### config.mk
export PLATFORM = sky130hd
export DESIGN_NAME = seg7_rx_decoder
export DESIGN_NICKNAME = d
export VERILOG_FILES = /design/src/rtl/seg7_rx_decoder.sv
export SDC_FILE = /design/constraint.sdc
export NUM_CORES = 1
export LEC_CHECK = 0
export ABC_CLOCK_PERIOD_IN_PS = 6100
export CELL_PAD_IN_SITES_DETAIL_PLACEMENT = 0
export CELL_PAD_IN_SITES_GLOBAL_PLACEMENT = 2
export CORE_ASPECT_RATIO = 0.8
export CORE_MARGIN = 2
export CORE_UTILIZATION = 35
export DETAILED_ROUTE_END_ITERATION = 8
export MAX_ROUTING_LAYER = met4
export PLACE_DENSITY_LB_ADDON = 0.1
export SYNTH_ARGS = -nofsm -noshare
export SYNTH_HDL_FRONTEND = slang
export SYNTH_SLANG_ARGS = --single-unit
export TNS_END_PERCENT = 20
### constraint.sdc
create_clock -name clk_50 -period 6.1 [get_ports clk_50]
set_input_delay 1.22 -clock clk_50 [delete_from_list [all_inputs] [get_ports clk_50]]
set_output_delay 1.22 -clock clk_50 [all_outputs]
set_load 0.01 [all_outputs]
### src/rtl/seg7_rx_decoder.sv
// Receive-side 7-segment decoder: debounces the sampled segment bus, decodes it
// back to BCD, flags illegal patterns and keeps a saturating error count.
//
// state    | meaning
// EMPTY    | nothing sampled since reset
// SETTLING | candidate differs from the accepted pattern, counting stable samples
// LOCKED   | candidate accepted, outputs reflect it
module seg7_rx_decoder #(
    parameter int unsigned STABLE_CNT = 4
) (
    input  logic       clk_50,
    input  logic       clr,
    input  logic [6:0] seg_in,
    input  logic       sample_en,
    output logic [3:0] digit,
    output logic       valid,
    output logic       err,
    output logic       new_digit,
    output logic [7:0] err_count
);

    typedef enum logic [1:0] {
        EMPTY    = 2'd0,
        SETTLING = 2'd1,
        LOCKED   = 2'd2
    } state_t;

    localparam logic [3:0] STAB_TGT = 4'(STABLE_CNT);

    state_t     state_q, state_d;
    logic [6:0] cand_q, cand_d;
    logic [3:0] stab_q, stab_d;
    logic [3:0] digit_d;
    logic       valid_d, err_d, new_digit_d;
    logic [7:0] err_count_d;
    logic       accept;

    logic       dec_legal, dec_blank;
    logic [3:0] dec_code;

    always_comb begin
        dec_legal = 1'b1;
        dec_blank = 1'b0;
        dec_code  = 4'd0;
        case (seg_in)
            7'h3F: dec_code = 4'd0;
            7'h06: dec_code = 4'd1;
            7'h5B: dec_code = 4'd2;
            7'h4F: dec_code = 4'd3;
            7'h66: dec_code = 4'd4;
            7'h6D: dec_code = 4'd5;
            7'h7D: dec_code = 4'd6;
            7'h07: dec_code = 4'd7;
            7'h7F: dec_code = 4'd8;
            7'h6F: dec_code = 4'd9;
            7'h00: begin
                dec_legal = 1'b0;
                dec_blank = 1'b1;
            end
            default: dec_legal = 1'b0;
        endcase
    end

    always_ff @(posedge clk_50 or negedge clr) begin
        if (!clr) begin
            state_q   <= EMPTY;
            cand_q    <= 7'd0;
            stab_q    <= 4'd0;
            digit     <= 4'd0;
            valid     <= 1'b0;
            err       <= 1'b0;
            new_digit <= 1'b0;
            err_count <= 8'd0;
        end else begin
            state_q   <= state_d;
            cand_q    <= cand_d;
            stab_q    <= stab_d;
            digit     <= digit_d;
            valid     <= valid_d;
            err       <= err_d;
            new_digit <= new_digit_d;
            err_count <= err_count_d;
        end
    end

    // Acceptance always happens on the sample that completes the run, so the
    // pattern being accepted is the current seg_in.
    always_comb begin
        state_d = state_q;
        cand_d  = cand_q;
        stab_d  = stab_q;
        accept  = 1'b0;
        if (sample_en) begin
            case (state_q)
                EMPTY: begin
                    cand_d = seg_in;
                    stab_d = 4'd1;
                    if (STAB_TGT == 4'd1) begin
                        accept  = 1'b1;
                        state_d = LOCKED;
                    end else begin
                        state_d = SETTLING;
                    end
                end
                SETTLING: begin
                    if (seg_in == cand_q) begin
                        stab_d = stab_q + 4'd1;
                        if (stab_q + 4'd1 == STAB_TGT) begin
                            accept  = 1'b1;
                            state_d = LOCKED;
                        end
                    end else begin
                        cand_d = seg_in;
                        stab_d = 4'd1;
                        if (STAB_TGT == 4'd1) begin
                            accept  = 1'b1;
                            state_d = LOCKED;
                        end
                    end
                end
                LOCKED: begin
                    if (seg_in != cand_q) begin
                        cand_d = seg_in;
                        stab_d = 4'd1;
                        if (STAB_TGT == 4'd1) accept = 1'b1;
                        else state_d = SETTLING;
                    end
                end
                default: begin
                    state_d = EMPTY;
                    cand_d  = 7'd0;
                    stab_d  = 4'd0;
                end
            endcase
        end
    end

    always_comb begin
        digit_d     = digit;
        valid_d     = valid;
        err_d       = err;
        new_digit_d = 1'b0;
        err_count_d = err_count;
        if (accept) begin
            if (dec_legal) begin
                digit_d     = dec_code;
                valid_d     = 1'b1;
                err_d       = 1'b0;
                new_digit_d = !valid || (dec_code != digit);
            end else if (dec_blank) begin
                valid_d = 1'b0;
                err_d   = 1'b0;
            end else begin
                valid_d = 1'b0;
                err_d   = 1'b1;
                if (err_count != 8'hFF) err_count_d = err_count + 8'd1;
            end
        end
    end

endmodule

# Word level (Yosys, flattened, before mapping)
# Cells that the tools add are included.
[totals]
word_cells = 65
romBits = 0
reg_bits = 28
mem_count = 0
input_bits = 10
latch_bits = 0
mem_bits_rw = 0
[classes]
n_div = 0
add_sub_neg = 2
shift = 0
bitwise = 2
n_mul = 0
mux = 22
n_reduce_logical = 10
order_cmp = 0
n_eq_ne = 21
[op_table]
columns = ["operator", "count"]
rows = [
  ["7-bit equality test (second input constant)", 7],
  ["4-bit one-hot mux with 9 select lines", 1],
  ["7-bit one-hot mux with 3 select lines", 1],
  ["7-bit by 3-bit equality test with 1-bit output (second input constant)", 2],
  ["7-bit 2-to-1 mux", 2],
  ["4-bit one-hot mux with 3 select lines", 1],
  ["1-bit 2-to-1 mux", 11],
  ["10-bit OR reduction", 1],
  ["8-bit by 1-bit adder with 8-bit output (second input constant)", 1],
  ["4-bit 2-to-1 mux", 2],
  ["2-bit inequality test (second input constant)", 4],
  ["8-bit inequality test (second input constant)", 1],
  ["4-bit AND reduction", 2],
  ["7-bit by 6-bit equality test with 1-bit output (second input constant)", 1],
  ["7-bit equality test", 1],
  ["7-bit zero test", 1],
  ["7-bit inequality test", 1],
  ["2-bit 2-to-1 mux", 3],
  ["2-bit one-hot mux with 3 select lines", 1],
  ["4-bit by 1-bit adder with 4-bit output (second input constant)", 1],
  ["4-bit by 3-bit equality test with 1-bit output (second input constant)", 1],
  ["4-bit inequality test", 1],
  ["2-bit AND reduction", 2],
  ["3-bit AND reduction", 1],
  ["6 further kinds", 7],
]

# Depth between registers and ports, before layout
# Gate-level depths: netlist of the first run.
[depth]
depth_word = 7
ltp_mapped = 8
mapped_depth_nobuf = 7

# Least setup slack after synthesis of the first run
# No wires, ideal clock.
[synth_path]
path_kind = "input to register"
from = "in seg_in[2]"
to = "reg digit[0]"
slack_ns = 3.156
required_ns = 5.972
n_path_buf = 1
arrival_time_ns = 2.816
path_stages = 7
setup_ns = 0.128
path_cell_list = "buf_2 or3b_2 a21oi_1 a211oi_2 and2b_1 nor2_4 mux2_1"
[synth_via]
elab_chain_len = 5
elab_cells_between_ends = 18
cone_classes = "eq/ne (11); mux (5); reduce/logical (2)"
[synth_lines]
columns = ["item", "line_no", "source"]
rows = [
  ["start, declared", "13", "input logic [6:0] seg_in,"],
  ["7-bit equality test", "106", "if (seg_in == cand_q) begin"],
  ["1-bit 2-to-1 mux", "106", ""],
  ["1-bit 2-to-1 mux", "94", "case (state_q)"],
  ["1-bit 2-to-1 mux", "93", "if (sample_en) begin"],
  ["2-bit AND reduction (no line)", "n/a", ""],
  ["end signal, assigned", "78", "digit <= digit_d;"],
  ["end, declared", "15", "output logic [3:0] digit,"],
]
# Parallel ways exist; a longest one is shown, timed or not.
# A chain may end at the register's enable or synchronous reset.

# Worst setup path in the final report of the first run
[layout_path]
from = "in seg_in[5]"
to = "reg err_count[1]"
[layout_via]
elab_chain_len = 5
elab_cells_between_ends = 21
cone_classes = "eq/ne (11); mux (5); bitwise (2); reduce/logical (3)"
[layout_lines]
columns = ["item", "line_no", "source"]
rows = [
  ["7-bit equality test (tied with other cells)", "45", "case (seg_in)"],
  ["10-bit OR reduction (no line) / 1-bit 2-to-1 mux (equally long branches)", "n/a", ""],
  ["1-bit 2-to-1 mux (on tied branches)", "45, 94", ""],
  ["1-bit inverter (no line) / 1-bit 2-to-1 mux (equally long branches)", "n/a", ""],
  ["4-bit AND reduction (no line) *", "n/a", ""],
  ["end signal, assigned", "82", "err_count <= err_count_d;"],
  ["end, declared", "19", "output logic [7:0] err_count"],
]
# Mark *: on every way between the ends. The rest lies on a longest branch, timed or not.

==> metrics.txt, run 1 <==
Hold WC Path Type flip-flop to flip-flop; TritonCTS clock tree done; DRC viols 0; chip width 84.0 um; die area 5710 sq um; mapped cell area 1790 sq um; fmax 291 MHz; Port Buf Inserts 24; Synth top area share 39.1%; Post-synth EDFFs 0; die height 68.0 um; status complete, no violations; end-of-flow core utilization 43.2%; Hold Crit Start err_count[4]; First-pass DRT Iterations 4; Worst-Margin Slew 0.824 ns; Power Density 181 nW/um^2; CP Max Fanout 12; unrepaired setup endpoints after global routing no; GR Util All Layers 14.0%; TritonCTS buffer count 3; setup TNS 0 ns; CTS resizes 0; YS warnings 0; reg2reg setup slack 3.64 ns; sequential share of the synthesized area 39.1%; leading area contributor after synthesis dfrtp_1; Top Ports 25; Avg Inst Size Synth 9.68 sq um; ANT cells 0; #FFs+latches synth 28; worst hold path stage count 1; Synth area leaders dfrtp_1 (39%), nand2_1 (5.9%), xnor2_1 (4.4%); endpoints failing setup 0; Slew Viols, Final 0; first-pass GRT wire length 6160 um; H-tree lvl count 1; total core area 4980 sq um; Max-slew headroom 44.7%; largest net degree at the start of global routing 29; 1st-iter DRT viols 66; Worst EP arrival 3.61 ns; origin of the critical flop-to-flop path stab_q[0]; Clock Sinks 28; Syn Inst Count 185; clock root buffer clkbuf_8; distinct cell type count after synthesis 54; clock slew at reported path FFs 0.10 ns; async set or reset register ratio after synthesis 100%; final hold violation count 0; final WL 3710 um; max cap viols 0; CP startpoint kind primary input; Non-Filler Instances 268; Worst Setup Path Type primary input to flip-flop; Total Nets Final 220; fin crit share 56.4%; Fin Clk Skew 0.00369 ns; dpl cells 264; DR vias 1378; post-CTS setup buffer count 0; Leak Pwr 0.890 nW; dpl hpwl 2890 um; Area Growth Syn to Fin 20.0%; Required @ worst endpoint 6.27 ns; Clk Latency, worst-skew pair 0.28 ns; hold_buf cts 0; ANT nets after route 0; CP endpoint kind flip-flop; Final min period 3.44 ns; initial antenna violation count 0; starting density of the core 36.0%; Reg-to-Reg End err_count[7]; vias in the first global route 1300; share of cells above drive strength 1 13.1%; Top FF cell, synth dfrtp_1; R2R depth 6; total congestion overflow 0; Site Rows 23; wire length per cell 13.9 um; Hold Path End err_count[4]; syn_nets 198; GPL Wtd Cong 0.768; Clock Path Buffers 2; vias per inst 5.14; VDD IR-drop max 0.212 mV; fillers 488
## report_power, final
group          switching (W)  internal (W)   total, W
clock network      0.0000599     0.0000879   0.000148
logic              0.0000261     0.0000202  0.0000462
registers         0.00000435      0.000190   0.000195
## synth_stat cells (4+ instances only)
library cell	count
nor2_1	9
buf_2	6
xnor2_1	9
nand3_1	6
xor2_1	5
inv_1	6
a21oi_1	6
nand2_1	28
dfrtp_1	28
nand4_1	4
o21ai_1	10
## routing by layer
metal	vias up	GRT usage (%)	share of wire, %
met2	30	22.6	47
met4	0	2.82	0.38
met1	645	18.3	49
li1	701	-	-
met3	2	3.14	4.0
met5	-	-	0
## cell families after synthesis
group | after synthesis | synth area share [%]
simple gates | 78 | 26.0
compound gates | 37 | 14.6
mux | 8 | 5.24
buf+inv | 14 | 3.42
fa+ha+maj | 3 | 2.10
xor+xnor | 17 | 9.57
flops | 28 | 39.1
## flip-flops by register name, indices dropped and copies added, names as in the netlist
register / cells
new_digit: 1
stab_q: 4
cand_q: 7
digit: 4
err: 1
valid: 1
state_q: 2
err_count: 8
## worst max-delay path by stage
stage	startpoint	end	slack (ns)	cells after the start
final	seg_in[5]	err_count[1]	2.66	6
after global routing	seg_in[3]	cand_q[6]	2.43	7
after CTS	seg_in[3]	err_count[1]	2.68	6
after detailed placement	seg_in[3]	err_count[1]	2.37	6
after global placement	seg_in[3]	err_count[1]	2.42	6
after floorplan	seg_in[2]	digit[0]	3.16	7
## per-stage QoR
| stage | instance area, sq um | hold WS, ns | worst slack (ns) | power [W] |
|---|---|---|---|---|
| after global routing | 2150 | 0.509 | 2.43 | 0.000408 |
| after CTS | 2150 | 0.493 | 2.68 | 0.000399 |
| after global placement | 2080 | 0.475 | 2.42 | 0.000244 |
| final | 2150 | 0.490 | 2.66 | 0.000389 |
| after detailed placement | 2080 | 0.478 | 2.37 | 0.000245 |
| after floorplan | 1790 | 0.476 | 3.16 | 0.000229 |
## cell usage in the layout (no fill, tap or decap), drive strengths merged, types with 2 or more instances in the layout
cell           Yosys  routed
nand2             30      30
xnor2             12      12
nand3              6       6
a21o               2       2
a311oi             2       2
mux2               5       5
clkbuf             2       3
nand4b             2       2
nand4              4       4
and3               3       3
clkdlybuf4s50      0      24
or2                2       2
nor3               3       3
dfrtp             28      28
nor4               3       3
a21oi              6       6
nand2b             3       3
inv                6       6
mux2i              3       3
o21ai             13      13
xor2               5       5
ha                 3       3
o22a               2       2
nor2              10      10
o2bb2ai            2       2
a22oi              2       2
nor2b              2       2
nand3b             3       3
or4                2       2
## critical path: stages
cell             delay, ns
clkdlybuf4s50_1       0.66
or4_4                 0.62
mux2_2                0.29
o32a_4                0.34
nand4b_4              0.15
mux2_1                0.33
## area by class of cell
class	count	area (sq um)	area share (%)
inverter	6	22.5	1.05
tap	62	77.6	3.61
timing repair buffer	25	248	11.5
clock buffer	3	41.3	1.92
sequential	28	701	32.6
clock inverter	1	30.0	1.40
multi-input combinational	143	1030	47.9
No activity file was read; power rests on OpenSTA's default activity.
==> run 2: changes to the inputs <==
--- a/config.mk
+++ b/config.mk
@@ -5,12 +5,12 @@
 export SDC_FILE = /design/constraint.sdc
 export NUM_CORES = 1
 export LEC_CHECK = 0
-export ABC_CLOCK_PERIOD_IN_PS = 6100
+export ABC_CLOCK_PERIOD_IN_PS = 2920
 export CELL_PAD_IN_SITES_DETAIL_PLACEMENT = 0
 export CELL_PAD_IN_SITES_GLOBAL_PLACEMENT = 2
 export CORE_ASPECT_RATIO = 0.8
 export CORE_MARGIN = 2
-export CORE_UTILIZATION = 35
+export CORE_UTILIZATION = 31
 export DETAILED_ROUTE_END_ITERATION = 8
 export MAX_ROUTING_LAYER = met4
 export PLACE_DENSITY_LB_ADDON = 0.1
==> constraint.sdc (replaced) <==
create_clock -name clk_50 -period 2.92 [get_ports clk_50]
set_input_delay 0.584 -clock clk_50 [delete_from_list [all_inputs] [get_ports clk_50]]
set_output_delay 0.584 -clock clk_50 [all_outputs]
set_load 0.01 [all_outputs]
==> metrics.txt, run 2 (synthesized netlist as in run 1, its figures left out) <==
status complete, no violations; Leak Pwr 0.965 nW; unrepaired setup endpoints after global routing no; worst hold path stage count 1; Total Nets Final 236; fin crit share 89.7%; Fin Clk Skew 0.00653 ns; Worst Setup Path Type primary input to flip-flop; VDD IR-drop max 0.247 mV; origin of the critical flop-to-flop path stab_q[0]; clock root buffer clkbuf_8; largest registers err_count x8, cand_q x7; vias per inst 4.86; Slew Viols, Final 0; DR vias 1457; Max-slew headroom 69.2%; DP Area 2220 sq um; Hold WC Path Type flip-flop to flip-flop; dpl cells 296; Area Growth Syn to Fin 27.8%; Top Ports 25; Final min period 2.62 ns; Hold Path End err_count[4]; Buf+Inv Stages, Crit Path 2; die height 72 um; clock network power share 37.7%; H-tree lvl count 1; total congestion overflow 0; TritonCTS buffer count 3; Site Rows 24; die area 6410 sq um; worst slack, placed -0.0104 ns; max FFs per register 8; delay-heaviest family, CP simple AND/OR/NAND/NOR gates; CP startpoint kind primary input; ANT nets after route 0; clock slew at reported path FFs 0.10 ns; starting density of the core 32.4%; Worst EP arrival 2.79 ns; TritonCTS clock tree done; reg2reg setup slack 0.43 ns; Reg-to-Reg End err_count[7]; final WL 4120 um; final worst slack 0.301 ns; fmax 382 MHz; GR Util All Layers 14.3%; total core area 5530 sq um; end-of-flow core utilization 41.4%; CP Max Fanout 8; Power Density 362 nW/um^2; cell area after layout 2290 sq um; Top reg by flops err_count; Hold Crit Start err_count[4]; DRC viols 0; critical path, cell by cell clkdlybuf4s50_1 -> buf_4 -> or3b_2 -> a21oi_1 -> a211oi_2 -> and2b_1 -> nor2_4 -> mux2_1; Sequential Power Share 49.0%; max cap viols 0; wire length per cell 13.7 um; share of cells above drive strength 1 19.4%; switch share 23.6%; P_int 0.000633 W; sw power 0.000196 W; First-pass DRT Iterations 4; Total Power 0.000829 W; CTS resizes 0; post-CTS setup buffer count 0; 1st-iter DRT viols 43; CP endpoint kind flip-flop; Clock Path Buffers 2; largest net degree at the start of global routing 29; GPL Wtd Cong 0.875; first-pass GRT wire length 6930 um; Gate power share 13.3%; hold_buf cts 0; Port Buf Inserts 24; R2R depth 6; CP max stage cell clkdlybuf4s50_1; initial antenna violation count 0; dpl hpwl 3190 um; endpoints failing setup 0; final hold violation count 0; chip width 89 um; Non-Filler Instances 300; ANT cells 0; Required @ worst endpoint 3.09 ns; commonest cells after routing, fill and taps aside nand2_1 (28), dfrtp_1 (28), clkdlybuf4s50_1 (24); Clk Latency, worst-skew pair 0.28 ns; Worst-Margin Slew 0.462 ns; Clock Sinks 28; slowest cell delay on critical path 0.50 ns; vias in the first global route 1421
-- run 2: cell count changes in the layout (fill, tap and decap cells not counted) --
cell,delta
buf_4,+16
-- run 2: worst max path at each step --
stage,slack [ns],startpoint,depth (start not counted),to
6_report,0.30,seg_in[5],8,digit[0]
4_1_cts,0.31,seg_in[5],8,digit[0]
3_3_place_gp,0.06,seg_in[3],6,err_count[1]
2_1_floorplan,0.61,seg_in[2],7,digit[0]
5_1_grt,0.22,seg_in[2],8,err_count[4]
3_5_place_dp,-0.01,seg_in[5],8,digit[0]
-- run 2: metrics by stage --
stage	setup TNS [ns]	hold WS [ns]
2_1_floorplan	0	0.288
3_3_place_gp	0	0.473
3_5_place_dp	-0.0104	0.494
4_1_cts	0	0.511
5_1_grt	0	0.538
6_report	0	0.505
-- run 2: final cells by class --
| type | count | area (sq um) |
|---|---|---|
| fill | 559 | 3240 |
| timing repair buffer | 41 | 368 |
| tap | 78 | 97.6 |
| multi-input combinational | 143 | 1030 |
| inverter | 6 | 22.5 |
| sequential | 28 | 701 |
| clock buffer | 3 | 41.3 |
| clock inverter | 1 | 30.0 |
-- run 2: power by group through the flow --
| stage | clock, W | combinational, W | sequential [W] |
|---|---|---|---|
| after global routing | 0.000340 | 0.000123 | 0.000408 |
| after floorplan | 0 | 0.0000667 | 0.000412 |
| after detailed placement | 0 | 0.000111 | 0.000414 |
| final | 0.000313 | 0.000110 | 0.000406 |
| after global placement | 0 | 0.000108 | 0.000414 |
| after CTS | 0.000327 | 0.000111 | 0.000406 |
-- run 2: per-layer routing --
layer | vias to the layer above | share of wire (%) | GRT usage, %
li1 | 730 | - | -
met3 | 4 | 4.6 | 3.07
met4 | 0 | 0.75 | 2.99
met2 | 39 | 44 | 21.4
met5 | - | 0 | -
met1 | 684 | 50 | 20.1
-- run 2: worst reg2reg max path, cell delays in order (launching register included) --
cell and delay (ns):
dfrtp_1 0.49, ha_1 0.28, and3b_1 0.24, a31oi_1 0.12, or4_4 0.59, nor4_2 0.34, mux2_4 0.32
==> run 3: changes to the inputs <==
--- a/config.mk
+++ b/config.mk
@@ -10,10 +10,12 @@
 export CELL_PAD_IN_SITES_GLOBAL_PLACEMENT = 2
 export CORE_ASPECT_RATIO = 0.8
 export CORE_MARGIN = 2
-export CORE_UTILIZATION = 31
+export CORE_UTILIZATION = 35
 export DETAILED_ROUTE_END_ITERATION = 8
+export DONT_BUFFER_PORTS = 1
 export MAX_ROUTING_LAYER = met4
 export PLACE_DENSITY_LB_ADDON = 0.1
+export SKIP_CTS_REPAIR_TIMING = 1
 export SYNTH_ARGS = -nofsm -noshare
 export SYNTH_HDL_FRONTEND = slang
 export SYNTH_SLANG_ARGS = --single-unit
==> metrics.txt, run 3 (synthesized netlist as in run 1, its figures left out) <==
status complete, no violations; vias per inst 5.20; DRC viols 0; total core area 4980 sq um; DR vias 1275; VDD IR-drop max 0.179 mV; Final min period 2.41 ns; setup TNS 0 ns; Leak Pwr 0.803 nW; DP Area 1840 sq um; fmax 415 MHz; Power Density 377 nW/um^2; First-pass DRT Iterations 4; CP endpoint kind flip-flop; CP Max Fanout 8; Site Rows 23; commonest cells after routing, fill and taps aside nand2_1 (28), dfrtp_1 (28), o21ai_1 (10); Required @ worst endpoint 3.08 ns; ANT cells 0; dpl hpwl 2740 um; endpoints failing setup 0; clock root buffer clkbuf_8; Worst EP arrival 2.57 ns; CP startpoint kind flip-flop; chip width 84.0 um; Top reg by flops err_count; Hold WS 0.121 ns; cell area after layout 1910 sq um; Clock Sinks 28; total congestion overflow 0; end-of-flow core utilization 38.4%; die height 68.0 um; Worst-Margin Slew 0.528 ns; Worst Setup Path Type flip-flop to flip-flop; unrepaired setup endpoints after global routing no; Port Buf Inserts 0; Total Nets Final 197; max cap viols 0; Top Ports 25; max FFs per register 8; largest net degree at the start of global routing 29; Area Growth Syn to Fin 6.77%; die area 5710 sq um; Max-slew headroom 64.5%; final hold violation count 0; fin crit share 82.5%; Slew Viols, Final 0; clock slew at reported path FFs 0.10 ns; wire length per cell 14.9 um; Clock Path Buffers 2; Clk Latency, worst-skew pair 0.28 ns; GPL Wtd Cong 0.828; Hold WC Path Type primary input to async pin; Fin Clk Skew 0.00644 ns; final WL 3650 um; first-pass GRT wire length 5890 um; starting density of the core 36.0%; GR Util All Layers 13.5%; 1st-iter DRT viols 69; H-tree lvl count 1; vias in the first global route 1196; fillers 498; Total Power 0.000722 W; ANT nets after route 0; TritonCTS clock tree done; TritonCTS buffer count 3; largest registers err_count x8, cand_q x7; initial antenna violation count 0; share of cells above drive strength 1 15.3%
## run 3: metrics by stage
stage / setup slack [ns] / instances
global route: 0.396 / 245
detailed placement: 0.526 / 240
floorplan: 0.612 / 185
finish: 0.512 / 245
global placement: 0.569 / 240
CTS: 0.498 / 244
## run 3: power by group
| group | switching (W) | total [W] | internal, W |
|---|---|---|---|
| registers | 0.00000840 | 0.000406 | 0.000397 |
| clock network | 0.000122 | 0.000243 | 0.000121 |
| logic | 0.0000370 | 0.0000726 | 0.0000357 |
| total | 0.000168 | 0.000722 | 0.000554 |
## run 3: path summary, 6_finish.rpt
| kind | end | slack (ns) | cells after the start | start |
|---|---|---|---|---|
| max | err_count[7] | 0.51 | 6 | stab_q[0] |
| min | state_q[0] | 0.12 | 1 | clr |
| max reg2reg | err_count[7] | 0.51 | 6 | stab_q[0] |
| min reg2reg | cand_q[1] | 0.52 | 2 | cand_q[1] |
| max in group asynchronous | err_count[3] | 2.64 | 1 | clr |
| min in group clk_50 | cand_q[2] | 0.42 | 2 | seg_in[2] |
## run 3: per-layer routing
metal,up-vias,GRT usage [%],routed length [um]
met5,-,-,0
li1,652,-,-
met4,0,3.02,14
met2,27,19.7,1610
met1,594,17.8,1820
met3,2,5.07,202
## run 3: area by class of cell
type                            instances  area [sq um]  share of cell area [%]
Multi-Input combinational cell        143          1030                    53.8
Clock buffer                            4          55.1                    2.88
Tap cell                               62          77.6                    4.05
Timing Repair Buffer                    2          27.5                    1.44
Sequential cell                        28           701                    36.6
Inverter                                6          22.5                    1.18
## run 3: worst max-delay path, cell delays in order, from the launching register on
cell,delay (ns)
dfrtp_1,0.47
ha_1,0.27
and3b_1,0.25
a31oi_1,0.10
or4_4,0.58
nor4_2,0.32
mux2_4,0.32
